**src/rtl/memio_pkg.sv**
```systemverilog
// Shared types and constants for the memory/IO bridge between the CPU MEM stage,
// data RAM and the IO peripheral bus.
package memio_pkg;

    typedef enum logic [2:0] {
        S_IDLE,
        S_MEM,
        S_IO,
        S_DONE,
        S_ERR
    } state_t;

    localparam logic [1:0] W_BYTE    = 2'b00;
    localparam logic [1:0] W_HALF    = 2'b01;
    localparam logic [1:0] W_WORD    = 2'b10;
    localparam logic [1:0] W_ILLEGAL = 2'b11;

    localparam logic [31:0] DEF_IO_BASE   = 32'hFFFFFC00;
    localparam int          DEF_IO_STRIDE = 16;

    // Natural alignment of an access of the given width at byte offset a.
    function automatic logic aligned(input logic [1:0] width, input logic [1:0] a);
        case (width)
            W_BYTE:    aligned = 1'b1;
            W_HALF:    aligned = ~a[0];
            W_WORD:    aligned = (a == 2'b00);
            W_ILLEGAL: aligned = 1'b0;
            default:   aligned = 1'b0;
        endcase
    endfunction

endpackage

```
**src/rtl/memio_lane_fmt.sv**
```systemverilog
// Byte-lane formatting shared by the RAM and IO paths: store replication and
// lane enables, plus load lane extraction with zero/sign extension.
module memio_lane_fmt
    import memio_pkg::*;
#(
    parameter int IO_DATA_W = 16
) (
    input  logic [1:0]  addr_lo,
    input  logic [1:0]  width,
    input  logic        sign_ext,
    input  logic        io_path,
    input  logic [31:0] store_data,
    input  logic [31:0] load_raw,
    output logic [3:0]  byte_en,
    output logic [31:0] store_word,
    output logic [31:0] load_word
);

    localparam int IO_SHIFT = 32 - IO_DATA_W;

    logic [7:0]         lane_b;
    logic [15:0]        lane_h;
    logic [31:0]        io_left;
    logic [31:0]        io_zext;
    logic signed [31:0] io_sext;

    always_comb begin
        byte_en    = 4'b0000;
        store_word = store_data;
        case (width)
            W_BYTE: begin
                byte_en    = 4'b0001 << addr_lo;
                store_word = {4{store_data[7:0]}};
            end
            W_HALF: begin
                byte_en    = addr_lo[1] ? 4'b1100 : 4'b0011;
                store_word = {2{store_data[15:0]}};
            end
            W_WORD:  byte_en = 4'b1111;
            default: byte_en = 4'b0000;
        endcase
    end

    // IO values are extended from their own width, independent of the access width.
    always_comb begin
        case (addr_lo)
            2'd0:    lane_b = load_raw[7:0];
            2'd1:    lane_b = load_raw[15:8];
            2'd2:    lane_b = load_raw[23:16];
            default: lane_b = load_raw[31:24];
        endcase
        lane_h  = addr_lo[1] ? load_raw[31:16] : load_raw[15:0];
        io_left = load_raw << IO_SHIFT;
        io_zext = io_left >> IO_SHIFT;
        io_sext = $signed(io_left) >>> IO_SHIFT;
        if (io_path) begin
            load_word = sign_ext ? io_sext : io_zext;
        end else begin
            case (width)
                W_BYTE:  load_word = {{24{sign_ext & lane_b[7]}}, lane_b};
                W_HALF:  load_word = {{16{sign_ext & lane_h[15]}}, lane_h};
                default: load_word = load_raw;
            endcase
        end
    end

endmodule

```
**src/rtl/memio_bridge.sv**
```systemverilog
// Sequential memory/IO select unit: decodes RAM vs IO channel accesses, runs the
// handshake FSM with wait states, timeout and bus-error reporting.
module memio_bridge
    import memio_pkg::*;
#(
    parameter int          NUM_IO    = 8,
    parameter logic [31:0] IO_BASE   = DEF_IO_BASE,
    parameter int          IO_STRIDE = DEF_IO_STRIDE,
    parameter int          IO_DATA_W = 16,
    parameter int          TIMEOUT   = 15
) (
    input  logic                        clock,
    input  logic                        reset,
    input  logic [31:0]                 Address,
    input  logic                        Memory_read,
    input  logic                        Memory_write,
    input  logic                        IO_read,
    input  logic                        IO_write,
    input  logic                        Memory_sign,
    input  logic [1:0]                  Memory_data_width,
    input  logic [31:0]                 Write_data_in,
    input  logic [31:0]                 Memory_read_data,
    output logic                        Memory_enable,
    output logic [3:0]                  Memory_byte_en,
    output logic [31:0]                 Memory_write_data,
    input  logic [NUM_IO*IO_DATA_W-1:0] IO_read_data,
    input  logic [NUM_IO-1:0]           IO_ready,
    output logic [NUM_IO-1:0]           IO_sel,
    output logic                        IO_rd,
    output logic                        IO_wr,
    output logic [IO_DATA_W-1:0]        IO_write_data,
    output logic [31:0]                 Read_data,
    output logic                        Stall,
    output logic                        Bus_error
);

    localparam int              CH_W        = (NUM_IO > 1) ? $clog2(NUM_IO) : 1;
    localparam int              CNT_W       = $clog2(TIMEOUT + 1);
    localparam logic [CNT_W-1:0] CNT_MAX    = CNT_W'(TIMEOUT);
    localparam int              STRIDE_SH   = $clog2(IO_STRIDE);
    localparam logic [31:0]     STRIDE_MASK = 32'(IO_STRIDE - 1);

    state_t                 state;
    logic [1:0]             addr_lo_q;
    logic [1:0]             width_q;
    logic                   sign_q;
    logic                   io_q;
    logic                   wr_q;
    logic [31:0]            wdata_q;
    logic [CH_W-1:0]        chan_q;
    logic [CNT_W-1:0]       cnt_q;

    logic [3:0]             strobes;
    logic                   any_strobe;
    logic                   multi_strobe;
    logic                   io_req;
    logic [31:0]            io_offset;
    logic [31:0]            io_index;
    logic                   chan_ok;
    logic                   req_bad;
    logic [CH_W-1:0]        chan_dec;
    logic [IO_DATA_W-1:0]   io_word;
    logic [31:0]            load_raw;
    logic [3:0]             fmt_be;
    logic [31:0]            fmt_store;
    logic [31:0]            fmt_load;

    // Request decode works on the live CPU inputs; it only matters in IDLE.
    assign strobes      = {Memory_read, Memory_write, IO_read, IO_write};
    assign any_strobe   = |strobes;
    assign multi_strobe = (strobes & (strobes - 4'd1)) != 4'd0;
    assign io_req       = IO_read | IO_write;
    assign io_offset    = Address - IO_BASE;
    assign io_index     = io_offset >> STRIDE_SH;
    assign chan_ok      = ((io_offset & STRIDE_MASK) == 32'd0) && (io_index < 32'(NUM_IO));
    assign chan_dec     = io_index[CH_W-1:0];
    assign req_bad      = multi_strobe || !aligned(Memory_data_width, Address[1:0])
                          || (io_req && !chan_ok);

    assign io_word  = IO_read_data[chan_q*IO_DATA_W +: IO_DATA_W];
    assign load_raw = io_q ? 32'(io_word) : Memory_read_data;

    memio_lane_fmt #(.IO_DATA_W(IO_DATA_W)) u_fmt (
        .addr_lo    (addr_lo_q),
        .width      (width_q),
        .sign_ext   (sign_q),
        .io_path    (io_q),
        .store_data (wdata_q),
        .load_raw   (load_raw),
        .byte_en    (fmt_be),
        .store_word (fmt_store),
        .load_word  (fmt_load)
    );

    assign Memory_byte_en    = (Memory_enable && wr_q) ? fmt_be : 4'b0000;
    assign Memory_write_data = fmt_store;
    assign IO_write_data     = wdata_q[IO_DATA_W-1:0];
    // Stall rises in the request cycle itself, but never while held in reset.
    assign Stall = reset && ((state == S_IDLE && any_strobe) || state == S_MEM || state == S_IO);

    always_ff @(posedge clock or negedge reset) begin
        if (!reset) begin
            state         <= S_IDLE;
            addr_lo_q     <= '0;
            width_q       <= '0;
            sign_q        <= 1'b0;
            io_q          <= 1'b0;
            wr_q          <= 1'b0;
            wdata_q       <= '0;
            chan_q        <= '0;
            cnt_q         <= '0;
            Memory_enable <= 1'b0;
            IO_sel        <= '0;
            IO_rd         <= 1'b0;
            IO_wr         <= 1'b0;
            Read_data     <= '0;
            Bus_error     <= 1'b0;
        end else begin
            case (state)
                S_IDLE: begin
                    if (any_strobe) begin
                        addr_lo_q <= Address[1:0];
                        width_q   <= Memory_data_width;
                        sign_q    <= Memory_sign;
                        io_q      <= io_req;
                        wr_q      <= Memory_write | IO_write;
                        wdata_q   <= Write_data_in;
                        cnt_q     <= '0;
                        if (req_bad) begin
                            state     <= S_ERR;
                            Bus_error <= 1'b1;
                            Read_data <= '0;
                        end else if (io_req) begin
                            state  <= S_IO;
                            chan_q <= chan_dec;
                            IO_sel <= NUM_IO'(1) << chan_dec;
                            IO_rd  <= IO_read;
                            IO_wr  <= IO_write;
                        end else begin
                            state         <= S_MEM;
                            Memory_enable <= 1'b1;
                        end
                    end
                end
                S_MEM: begin
                    Memory_enable <= 1'b0;
                    state         <= S_DONE;
                    if (!wr_q) Read_data <= fmt_load;
                end
                // Ready is checked before the timeout so a last-cycle ready still completes.
                S_IO: begin
                    if (IO_ready[chan_q]) begin
                        IO_sel <= '0;
                        IO_rd  <= 1'b0;
                        IO_wr  <= 1'b0;
                        state  <= S_DONE;
                        if (!wr_q) Read_data <= fmt_load;
                    end else if (cnt_q == CNT_MAX) begin
                        IO_sel    <= '0;
                        IO_rd     <= 1'b0;
                        IO_wr     <= 1'b0;
                        state     <= S_ERR;
                        Bus_error <= 1'b1;
                        Read_data <= '0;
                    end else begin
                        cnt_q <= cnt_q + 1'b1;
                    end
                end
                S_DONE: state <= S_IDLE;
                S_ERR: begin
                    Bus_error <= 1'b0;
                    state     <= S_IDLE;
                end
                default: state <= S_IDLE;
            endcase
        end
    end

endmodule

```
**config.mk**
```make
export PLATFORM = sky130hd
export DESIGN_NAME = memio_bridge
export DESIGN_NICKNAME = d
export VERILOG_FILES = /design/src/rtl/memio_pkg.sv /design/src/rtl/memio_lane_fmt.sv /design/src/rtl/memio_bridge.sv
export SDC_FILE = /design/constraint.sdc
export NUM_CORES = 1
export LEC_CHECK = 0
export ABC_AREA = 0
export BUFFER_PORTS_ARGS = -buffer_cell sky130_fd_sc_hd__buf_2
export CELL_PAD_IN_SITES_DETAIL_PLACEMENT = 1
export CELL_PAD_IN_SITES_GLOBAL_PLACEMENT = 2
export CORE_MARGIN = 2
export CORE_UTILIZATION = 29
export DETAILED_ROUTE_END_ITERATION = 6
export HOLD_SLACK_MARGIN = 0.1
export PLACE_DENSITY = 0.9
export SYNTH_ARGS = -nofsm -noshare
export SYNTH_HDL_FRONTEND = slang
export SYNTH_SLANG_ARGS = --single-unit
```
**constraint.sdc**
```tcl
create_clock -name clock -period 3.8 [get_ports clock]
set_input_delay 0.57 -clock clock [delete_from_list [all_inputs] [get_ports clock]]
set_output_delay 0.57 -clock clock [all_outputs]
set_load 0.05 [all_outputs]
```
==> results of run 1 <==
power by group through the flow:
stage | clock (uW) | combinational (uW) | sequential (uW)
after floorplan | 0 | 2960 | 1510
after CTS | 1000 | 3680 | 1560
final | 965 | 3640 | 1560
after detailed placement | 0 | 3670 | 1580
after global placement | 0 | 3620 | 1560
after global routing | 1040 | 3870 | 1620
metrics by stage:
stage / total power [uW] / util, % / hold WS (ps) / worst slack [ps]
2_1_floorplan: 4470 / - / 274 / 1050
3_3_place_gp: 5190 / 37.3 / 460 / 872
3_5_place_dp: 5260 / 37.3 / 463 / 751
4_1_cts: 6250 / 38.8 / 374 / 890
5_1_grt: 6530 / 38.8 / 398 / 750
6_report: 6160 / 38.8 / 343 / 959
layout by cell type, fill, tap and decap left out, types with 6 or more instances in the layout:
cell type	n
a2bb2oi_1	6
mux4_2	32
nand2_1	35
a221oi_1	15
inv_1	9
mux2_2	59
nor3_1	12
a31o_2	6
a221o_1	16
buf_4	13
dfrtp_1	92
clkbuf_16	9
mux2i_1	29
o2bb2ai_1	18
buf_2	336
nor2_1	38
a21oi_1	19
nand3b_1	7
o21ai_0	27
a21o_1	6
final timing paths:
kind / slack, ps / end
setup / recovery: 960 / Memory_byte_en[0]
hold / removal: 340 / wdata_q[24]$_DFFE_PN0P_
setup reg to reg: 990 / Read_data[21]$_DFFE_PN0P_
hold reg to reg: 480 / IO_sel[0]$_DFFE_PN0P_
max in group asynchronous: 2850 / chan_q[0]$_DFFE_PN0P_
min in group clock: 440 / sign_q$_DFFE_PN0P_
area by class of cell:
class	instances	area, um^2
Timing Repair Buffer	349	1780
Clock buffer	11	253
Inverter	9	33.8
Clock inverter	5	66.3
Sequential cell	93	2330
Tap cell	280	350
Multi-Input combinational cell	403	3580
Fill cell	2552	13200
cell families (layout without fill, tap and decap cells):
kind of cell,count (synthesis),count (layout)
mux,122,122
compound gates,148,148
simple gates,130,130
fa+ha+maj,2,2
buf+inv,73,374
flops,93,93
xor+xnor,1,1
metal layers:
metal	global-route usage [%]	wire length, um	up-vias
met2	34.7	11600	206
met4	3.87	308	4
met1	25.3	9960	2962
li1	-	-	2770
met5	0	14	-
met3	5.13	1490	22
worst max-delay path: stages (launching register included):
cell	delay (ps)
dfrtp_1	870
nand2b_1	210
a21o_1	360
nor2b_1	180
buf_2	290
flip-flops by register name (all words and copies together), names as in the netlist:
name           count
Read_data         32
wdata_q           32
IO_sel             8
cnt_q              4
chan_q             3
state              3
addr_lo_q          2
width_q            2
Bus_error          1
IO_rd              1
IO_wr              1
Memory_enable      1
io_q               1
sign_q             1
wr_q               1
==> out/summary.md, run 1 <==
The run finished with clean final reports. For the pin with the worst max-slew slack, the measured transition is 1070 ps. The synthesized design contains 93 register bits.

The synthesized netlist devotes 18.8% of its cell area to compound gates. After global routing the overflow that remains totals 0. The maximum number of pins on one net before global-route repair is 54. Portion of synthesized cell area occupied by the leading cell type: 36.7%. The row count was 54; the number of enable flip-flop cells after synthesis was 0. The cell count after synthesis came out at 569. The share of synthesized area spent on multiplexers is 26.9%. For the max-slew violation count, the log shows 0. The time the worst path needs with I/O delays and setup is 2840 ps.

In the final routed layout, each cell accounts on average for 20.3 um. For the yosys synthesis warning count, the log shows 0. The floorplan step defined a core boundary enclosing 21600 um^2. Cell internal power was estimated by the tool at 2900 uW. No sink is reached through more buffers than the 2 on the longest clock path.

For the routability-driven placement congestion ratio, the log shows 0.834. The die covers 23000 um^2. Summed over all nets, the half-perimeter wirelength after detailed placement is 19.1 mm. In the synthesized netlist the dominant register cell turns out to be dfrtp_1.

At the later pin of the worst-skew pair, clock insertion delay measures 350 ps. The number of design-rule violations left by the first detailed-router iteration was 255. The x dimension of the die is 152 um, and the share of the yosys chip area belonging to registers is 36.7%. The tools report the net switching component of the power as 3260 uW. TritonCTS built the clock tree.

Relative to the synthesized area, the layout overhead comes to 32.4%. Global routing used 20.0% of the available tracks. After clock tree synthesis, the repair step resized 0 gates.

Total of endpoints with negative setup slack in the final report: 0. Kind of critical path: reg -> out. Summing the areas of all xor and xnor instances in the mapped netlist gives 0.138% of the synthesized area. The number of buffers created by CTS was 9; the leakage power was 0.00396 uW. The run gives 23.4 mm as the total wire length. The number of setup buffers added after CTS is 0.

The run gives 0 as the antenna violation net count after detailed routing. The part of the cycle the worst path needs works out to 74.8%. IR analysis of the VDD net gives a maximum drop of 0.365 mV. Count of port buffers added during placement: 337. The first global-routing pass estimated 36.5 mm of wire. The startpoint type of the worst setup path is a flip-flop. Count of pins on the block boundary: 338. The initial core utilization is 29.3%. Of the total power, the share spent switching nets is 52.9%. STA classifies the critical path endpoint as an output pin. Sequential cells burn 25.3% of the power.

By instance count, the leading cell after synthesis is dfrtp_1. The number of antenna diodes in the final layout is 0. The relative contribution of the clock network to total power is 15.7%.

The final sum of negative setup slack is 0 ps. The tools report the clock tree root driver cell as clkbuf_16. The required time of the worst setup path came out at 3230 ps. For the combinational fraction of design power, the log shows 59.0%.

The mean number of vias per cell was 5.19; the number of hold violations in the final report was 0. The depth of the worst register-to-register path was 6; the number of levels the H-tree was split into was 3. Number of placed cells counting well taps: 1134.

The number of remaining DRC errors is 0, and the number of vias in the routed layout is 5964. In this run the cell area of the synthesized design comes to 6340 um^2. The tools report the finished layout cell area as 8390 um^2. The maximum achievable frequency was 0.352 GHz.

Top cell type by total area after synthesis: dfrtp_1. The post-synthesis average cell area is 11.1 um^2. In this run the cell area measured after placement is 8070 um^2. Max-cap violations in this run came to 0. The areal power density over the cells was 735 nW/um^2. By area the synthesized netlist is led by dfrtp_1 37%, mux4_2 11%, mux2_2 10%, mux2i_1 4.6%, buf_4 3.2%. Buffers inserted to repair hold after CTS numbered 0. In this run the worst setup path begins at width_q[0]$_DFFE_PN0P_.

Headroom to the max-slew limit came out at 28.4%. The kind of path behind the tightest hold check is in -> async. The number of global-route vias before repair is 6287, and the fraction of layout instances using a drive strength above 1 is 55.6%. The first detailed-routing pass ran for 4 iterations. The share of synthesized flip-flops with an asynchronous set or reset came out at 100%. After clock tree synthesis, the clock-pin slew on the worst setup and hold paths is 70 ps.

Excluding fillers, the count of instances in the completed layout stands at 1150. Setup repair after global routing left no endpoint under its margin. The die is 152 um tall. After synthesis, the largest family of logic cells by area is multiplexers.

The signal arrival time at the worst endpoint came out at 2270 ps. The maximum fanout encountered on the critical timing path was 18; the count of unique library cells instantiated by Yosys was 69. At the end of the flow, the number of nets in the layout was 1107.

Number of antenna violations at the first check in global routing: 2. The number of nets handed over by synthesis was 811. The number of sinks handled by clock tree synthesis was 93. For the post-route clock skew, the log shows 9.53 ps. The tools report the startpoint of the lowest-slack register-to-register path as chan_q[2]$_DFFE_PN0P_.

Of the total synthesized cell area, the portion taken by AND, OR, NAND and NOR gates is 10.1%. By count the netlist is led by 93 x dfrtp_1, 59 x mux2_2, 39 x nor2_1. The synthesized netlist devotes 0.375% of its cell area to adder and majority cells.
(Power assumes the default switching activity.)
==> run 2: changes to the inputs <==
- CORE_UTILIZATION: 29 -> 24
- PLACE_DENSITY: 0.9 -> 0.8
- clock period: 3.8 -> 2.35 ns (I/O delays scaled with it)
==> run 2 against run 1 <==
Sequential share of layout area shrank 1.6 points. Clock power grew 91%. Die area grew 20%. Setup slack lost 850 ps. Cell count grew 7.8%. Clock-buffer cell count shrank 2. Cell area grew 6.2%. Worst hold slack lost 280 ps. Total power grew 72%. First-iteration DRC count grew 44%. Critical path depth grew 1. Utilization shrank 4.5 points.
==> out/summary.md, run 2 (same netlist as run 1, synthesis figures left out) <==
The flow ran to the end, and the final reports show no timing, DRC or antenna violations. The worst stage delay on the critical path came out at 380 ps (was 870 ps). The logs give 1142 (was 1107) for the net count reported at finish and 4 (unchanged) for the total iterations of the first detailed-routing run.

Registers with the most flip-flops: Read_data: 32 flops, wdata_q: 32 flops, IO_sel: 8 flops (unchanged). Kind of path behind the tightest hold check: in -> async (unchanged). The normalized max-slew margin was 54.4% (was 28.4%). Measured slew at the worst slew-check pin: 678 ps (was 1070 ps). The run gives 0 (unchanged) as the antenna violation net count after detailed routing. The number of cells on the critical path was 5 (was 4); the signal arrival time at the worst endpoint was 1890 ps (was 2270 ps). For the clock latency at the later pin of the worst-skew pair, the log shows 350 ps (about the same). Floorplan die height: 166 um (was 152 um).

The required time of the worst setup path is 2000 ps (was 3230 ps), and the x dimension of the die is 166 um (was 152 um). The run gives 26000 um^2 (was 21600 um^2) as the area of the core region. The aggregate global-route resource usage was 17.6% (was 20.0%). The post-route clock skew was 13.5 ps (was 9.53 ps). The kind of end point of the critical path is an output pin (unchanged). The depth of the worst register-to-register path was 7 (was 6); the fraction of layout instances using a drive strength above 1 was 57.7% (was 55.6%). The count of port buffers added during placement is 337 (unchanged). TritonCTS built the clock tree. The worst path buffer plus inverter count is 2 (was 1).

The initial core utilization was 24.4% (was 29.3%). The run gives 38.2 mm (was 36.5 mm) as the wire length of the first global-routing pass. The antenna diode instance count was 0 (unchanged). The worst-case register-to-register setup slack came out at 140 ps (was 990 ps). Setup repair after global routing left no endpoint under its margin.

The average wire length per cell after detail routing came out at 20.0 um (was 20.3 um). The final sum of negative setup slack was 0 ps (unchanged). The number of global-route vias before repair was 6473 (was 6287); the time the worst path needs with I/O delays and setup was 2240 ps. The logs give 94 (was 54) for the maximum number of pins on one net before global-route repair and 2 (unchanged) for the number of buffers between clock root and the deepest sink. The run gives 59 (was 54) as the row count. The areal power density over the cells is 1190 nW/um^2 (was 735 nW/um^2). Most frequent cells in the layout: 335 x buf_2, 91 x dfrtp_1, 59 x mux2_2 (was 336 x buf_2, 92 x dfrtp_1, 59 x mux2_2). The number of remaining DRC errors was 0 (unchanged).

Most frequent standard cell in the layout excluding fill and tap cells: buf_2 (unchanged). For the maximum achievable frequency, the log shows 0.446 GHz. Kind of critical path: reg -> out (unchanged). For the number of antenna violations at the first check in global routing, the log shows 1 (was 2). The tools report the number of hold violations in the final report as 0 (unchanged). Cell family contributing the most delay on the critical path: compound AO/OA/AOI/OAI gates (was flip-flops). The maximum fanout encountered on the critical timing path came out at 7 (was 18). The clock transition at the register clock pins on the worst setup and hold paths after CTS was 70 ps (about the same).

The logs give 0.837 (was 0.834) for the routability-driven placement congestion ratio and 368 (was 255) for the number of design-rule violations left by the first detailed-router iteration. The total wire length was 24.8 mm (was 23.4 mm); the number of sinks handled by clock tree synthesis was 93 (unchanged). Total grt overflow: 0 (unchanged). The start point of the critical path is state[1]$_DFFE_PN0P_ (was width_q[0]$_DFFE_PN0P_). The run gives 0 (unchanged) as the total of endpoints with negative setup slack in the final report.

Startpoint of the lowest-slack register-to-register path: chan_q[2]$_DFFE_PN0P_ (unchanged). The mean number of vias per cell came out at 4.95 (was 5.19). The area added between synthesis and finish is 40.5% (was 32.4%), and the final HPWL from detailed placement is 20.0 mm (was 19.1 mm). The run gives 2330 um^2 (about the same) as the total area of sequential cells. The critical path's slowest cell was dfrtp_1 (unchanged). The tools report the startpoint type of the worst setup path as a flip-flop (unchanged). The largest vdd supply drop is 0.927 mV (was 0.365 mV). The number of fill cells is 3036 (was 2552), and the part of the cycle the worst path needs is 95.5%. The count of pins on the block boundary came out at 338 (unchanged).

Crit path cell chain: buf_4 -> a21o_1 -> a21oi_1 -> and2_1 -> buf_2 (was nand2b_1 -> a21o_1 -> nor2b_1 -> buf_2). The total of max-cap violations is 0 (unchanged), and the total design power is 10600 uW (was 6160 uW). The number of buffers created by CTS came out at 9 (unchanged). The area of the die is 27700 um^2 (was 23000 um^2), and the area taken by multi-input logic gates is 3610 um^2 (was 3580 um^2).

The number of vias in the routed layout was 6132 (was 5964). Clock tree root driver cell: clkbuf_16 (unchanged). For the leakage power, the log shows 0.00419 uW (was 0.00396 uW).

The max-slew violation count is 0 (unchanged). The number of levels the H-tree was split into came out at 3 (unchanged).
-- run 2: area by class of cell --
class / count / area share [%]
clock buffer: 9 / 2.53
clock inverter: 7 / 1.63
inverter: 9 / 0.379
multi-input combinational: 403 / 40.6
sequential: 93 / 26.2
tap: 335 / 4.71
timing repair buffer: 384 / 24.0
-- run 2: path summary, 6_finish.rpt --
check,end
setup reg to reg,Read_data[31]$_DFFE_PN0P_
hold / removal,Read_data[7]$_DFFE_PN0P_
setup / recovery,Stall
min in group clock,wdata_q[29]$_DFFE_PN0P_
hold reg to reg,IO_sel[2]$_DFFE_PN0P_
max in group asynchronous,chan_q[2]$_DFFE_PN0P_
-- run 2: report_power, final --
part	switching, uW	internal (uW)
Combinational	4320	2030
Clock	684	1150
Sequential	399	2000
-- run 2: timing repair --
action | CTS | global route
gates cloned | 0 | 1
buffers inserted | 0 | 2
setup endpoints to repair | 20 | 23
endpoints found under the hold margin | 0 | 0
pin swaps | 0 | 2
hold buffers | 0 | 0
gates resized for setup | 4 | 7
-- run 2: per-layer routing --
metal  GRT usage (%)  share of wire (%)  routed length [um]
met5               0              0.052                  13
met2            29.9                 49               12200
met1            23.2                 44               10800
met4            4.50                1.6                 386
met3            2.97                5.4                1350
-- run 2: stage by stage --
step	area, um^2	util, %	std cells	hold slack [ps]	worst slack, ps
finish	8900	34.3	1240	59.4	107
global route	8900	34.3	1240	125	7.10
CTS	8810	33.9	1237	123	23.9
detailed placement	8420	32.4	1221	466	-172
global placement	8420	32.4	1221	462	-122
floorplan	6340	-	569	56.9	116
==> run 3: changes to the inputs <==
- CORE_ASPECT_RATIO: default -> 2
- SKIP_CTS_REPAIR_TIMING: default -> 1
==> run 3 against run 2 <==
Critical path depth increased by 4. Largest power group unchanged. Sequential power increased by 3%. Maximum frequency down 2.3%. Worst hold slack better by 58 ps. Via count rose by 2.0%. Sequential share of layout area is 0.20 points lower. Critical path type is now reg -> reg. First-iteration DRC count shrank 31%. Clock-buffer cell count grew 1. Total power shrank 1.4%. Utilization rose by 0.059 points. Non-clock buffer count grew 18.
==> out/summary.md, run 3 (same netlist as run 1, synthesis figures left out) <==
The flow ran to the end, and the final reports show no timing, DRC or antenna violations. Kind of path behind the tightest hold check: in -> async (unchanged). The number of global-route vias before repair was 6811 (was 6473). The number of sinks handled by clock tree synthesis was 93 (unchanged).

The antenna violation net count after detailed routing was 0 (unchanged); the final HPWL from detailed placement was 22.2 mm (was 20.0 mm). The part of the cycle the worst path needs is 97.7% (was 95.5%), and the minimum setup slack after placement is -177 ps (was -172 ps). The net count reported at finish came out at 1160 (was 1142). For the required time of the worst setup path, the log shows 2600 ps (was 2000 ps).

The logs give 0 (unchanged) for the total of max-cap violations and 34.3% (about the same) for the final cell utilization of the core. The post-route clock skew is 7.33 ps (was 13.5 ps), and the normalized max-slew margin is 26.1% (was 54.4%). The run gives 0.940 (was 0.837) as the routability-driven placement congestion ratio. The total of endpoints with negative setup slack in the final report came out at 0 (unchanged). The routed length on met1 came out at 9.76 mm (was 10.8 mm). The logs give 40.4 mm (was 38.2 mm) for the wire length of the first global-routing pass and 118 ps (was 59.4 ps) for the worst slack on hold paths. The kind of critical path was reg -> reg (was reg -> out). Highest metal layer with signal wires: met5 (unchanged).

The tools report the kind of end point of the critical path as a flip-flop (was an output pin). The tools report the number of remaining DRC errors as 0 (unchanged). Cell family contributing the most delay on the critical path: multiplexers (was compound AO/OA/AOI/OAI gates).

Area of the die: 27800 um^2 (was 27700 um^2). The max-slew violation count was 0 (unchanged). The maximum number of pins on one net before global-route repair is 94 (unchanged), and the maximum achievable frequency is 0.436 GHz (was 0.446 GHz). Critical path's slowest cell: mux4_2 (was dfrtp_1). The mean number of vias per cell works out to 4.93 (was 4.95). The number of design-rule violations left by the first detailed-router iteration is 254 (was 368).

The x dimension of the die was 119 um (was 166 um); the aggregate global-route resource usage was 19.4% (was 17.6%). The worst path buffer plus inverter count is 4 (was 2). Crit path cell chain: buf_12 -> buf_4 -> mux4_2 -> mux2i_2 -> buf_4 -> a21oi_1 -> a221oi_2 -> buf_4 -> o2bb2ai_1 (was buf_4 -> a21o_1 -> a21oi_1 -> and2_1 -> buf_2). Startpoint type of the worst setup path: a flip-flop (unchanged).

Number of vias in the routed layout: 6255 (was 6132). The final sum of negative setup slack was 0 ps (unchanged); the total met3 wirelength after detailed routing was 1.39 mm (was 1.35 mm). TritonCTS built the clock tree. The area of the core region was 26200 um^2 (was 26000 um^2). Most frequent cells in the layout: 336 x buf_2, 89 x dfrtp_1, 59 x mux2_2 (was 335 x buf_2, 91 x dfrtp_1, 59 x mux2_2). The run gives 3 (unchanged) as the number of levels the H-tree was split into. Maximum fanout encountered on the critical timing path: 11 (was 7). The worst stage delay on the critical path came out at 490 ps (was 380 ps). The time the worst path needs with I/O delays and setup is 2300 ps (was 2240 ps), and the largest vdd supply drop is 0.968 mV (was 0.927 mV). The clock latency at the later pin of the worst-skew pair was 370 ps (was 350 ps). The measured slew at the worst slew-check pin works out to 1110 ps (was 678 ps). By instance count, the cell type seen most on the critical path is buf_4.

The clock tree root driver cell was clkbuf_16 (unchanged). The fraction of layout instances using a drive strength above 1 was 59.3% (was 57.7%). For the number of hold violations in the final report, the log shows 0 (unchanged). The wire length on met2 came out at 14.6 mm (was 12.2 mm).

The tools report the total iterations of the first detailed-routing run as 4 (unchanged). The count of port buffers added during placement was 337 (unchanged). The run gives 24.2% (was 24.4%) as the initial core utilization. The signal arrival time at the worst endpoint is 2550 ps (was 1890 ps), and the areal power density over the cells is 1160 nW/um^2 (was 1190 nW/um^2). Area added between synthesis and finish: 41.8% (was 40.5%).

The run gives 2 (unchanged) as the number of buffers between clock root and the deepest sink. The finished layout cell area came out at 8980 um^2 (was 8900 um^2). The placed standard-cell area was 8560 um^2 (was 8420 um^2). The average wire length per cell after detail routing came out at 21.3 um (was 20.0 um).

The number of antenna violations at the first check in global routing was 2 (was 1); the row count was 84 (was 59). The minimum setup slack in the final design was 54.7 ps (was 107 ps). Registers with the most flip-flops: Read_data: 32 flops, wdata_q: 32 flops, IO_sel: 8 flops (unchanged).

The run gives 0 (unchanged) as the total grt overflow. The number of buffers created by CTS is 9 (unchanged). The total wire length is 27.0 mm (was 24.8 mm). The count of pins on the block boundary was 338 (unchanged); the clock transition at the register clock pins on the worst setup and hold paths after CTS was 70 ps (about the same). The most frequent standard cell in the layout excluding fill and tap cells was buf_2 (unchanged). For the leakage power, the log shows 0.00424 uW (was 0.00419 uW).

Floorplan die height: 234 um (was 166 um).
==> run 3: cell count changes in the layout (fill, tap and decap cells not counted), sizes merged <==
cell      previous run  this run
clkinv               1         0
bufinv               4         0
clkbuf              11        10
buf                382       402
diode                0         1
inv                 10        13
clkinvlp             1         2
==> run 3: area by class of cell <==
class                   instances  area [um^2]
fillers                      3042        17200
clock buffers                  10          229
well taps                     344          430
clock inverters                 6         55.1
repair buffers                402         2270
diodes                          1         2.50
flip-flops and latches         93         2330
multi-input cells             403         3630
inverters                       9         33.8
==> run 3: metrics by stage <==
step	power (uW)	instances
6_report	10400	1268
5_1_grt	11000	1268
4_1_cts	10500	1260
2_1_floorplan	7240	569
3_5_place_dp	8990	1244
3_3_place_gp	8900	1244
==> run 3: per-layer routing <==
| metal | vias to the layer above | GRT usage, % |
|---|---|---|
| met3 | 49 | 4.09 |
| met1 | 3098 | 20.8 |
| met4 | 2 | 9.82 |
| met5 | - | 0 |
| met2 | 230 | 35.4 |
| li1 | 2876 | - |
==> run 3: where the power goes <==
| group | leakage (uW) | switching, uW | internal, uW |
|---|---|---|---|
| registers | 0.00119 | 456 | 2010 |
| logic | 0.00291 | 4380 | 2120 |
| clock network | 0.000134 | 741 | 741 |
| total | 0.00424 | 5580 | 4860 |
==> run 3: final timing paths <==
kind | start | to | slack [ps] | depth (start not counted)
worst max-delay path | chan_q[0]$_DFFE_PN0P_ | Read_data[12]$_DFFE_PN0P_ | 50 | 9
worst min-delay path | reset | Read_data[10]$_DFFE_PN0P_ | 120 | 2
worst max register to register | chan_q[0]$_DFFE_PN0P_ | Read_data[12]$_DFFE_PN0P_ | 50 | 9
worst min register to register | Read_data[0]$_DFFE_PN0P_ | Read_data[0]$_DFFE_PN0P_ | 490 | 1
max in group asynchronous | reset | chan_q[2]$_DFFE_PN0P_ | 1780 | 2
min in group clock | Write_data_in[23] | wdata_q[23]$_DFFE_PN0P_ | 210 | 2
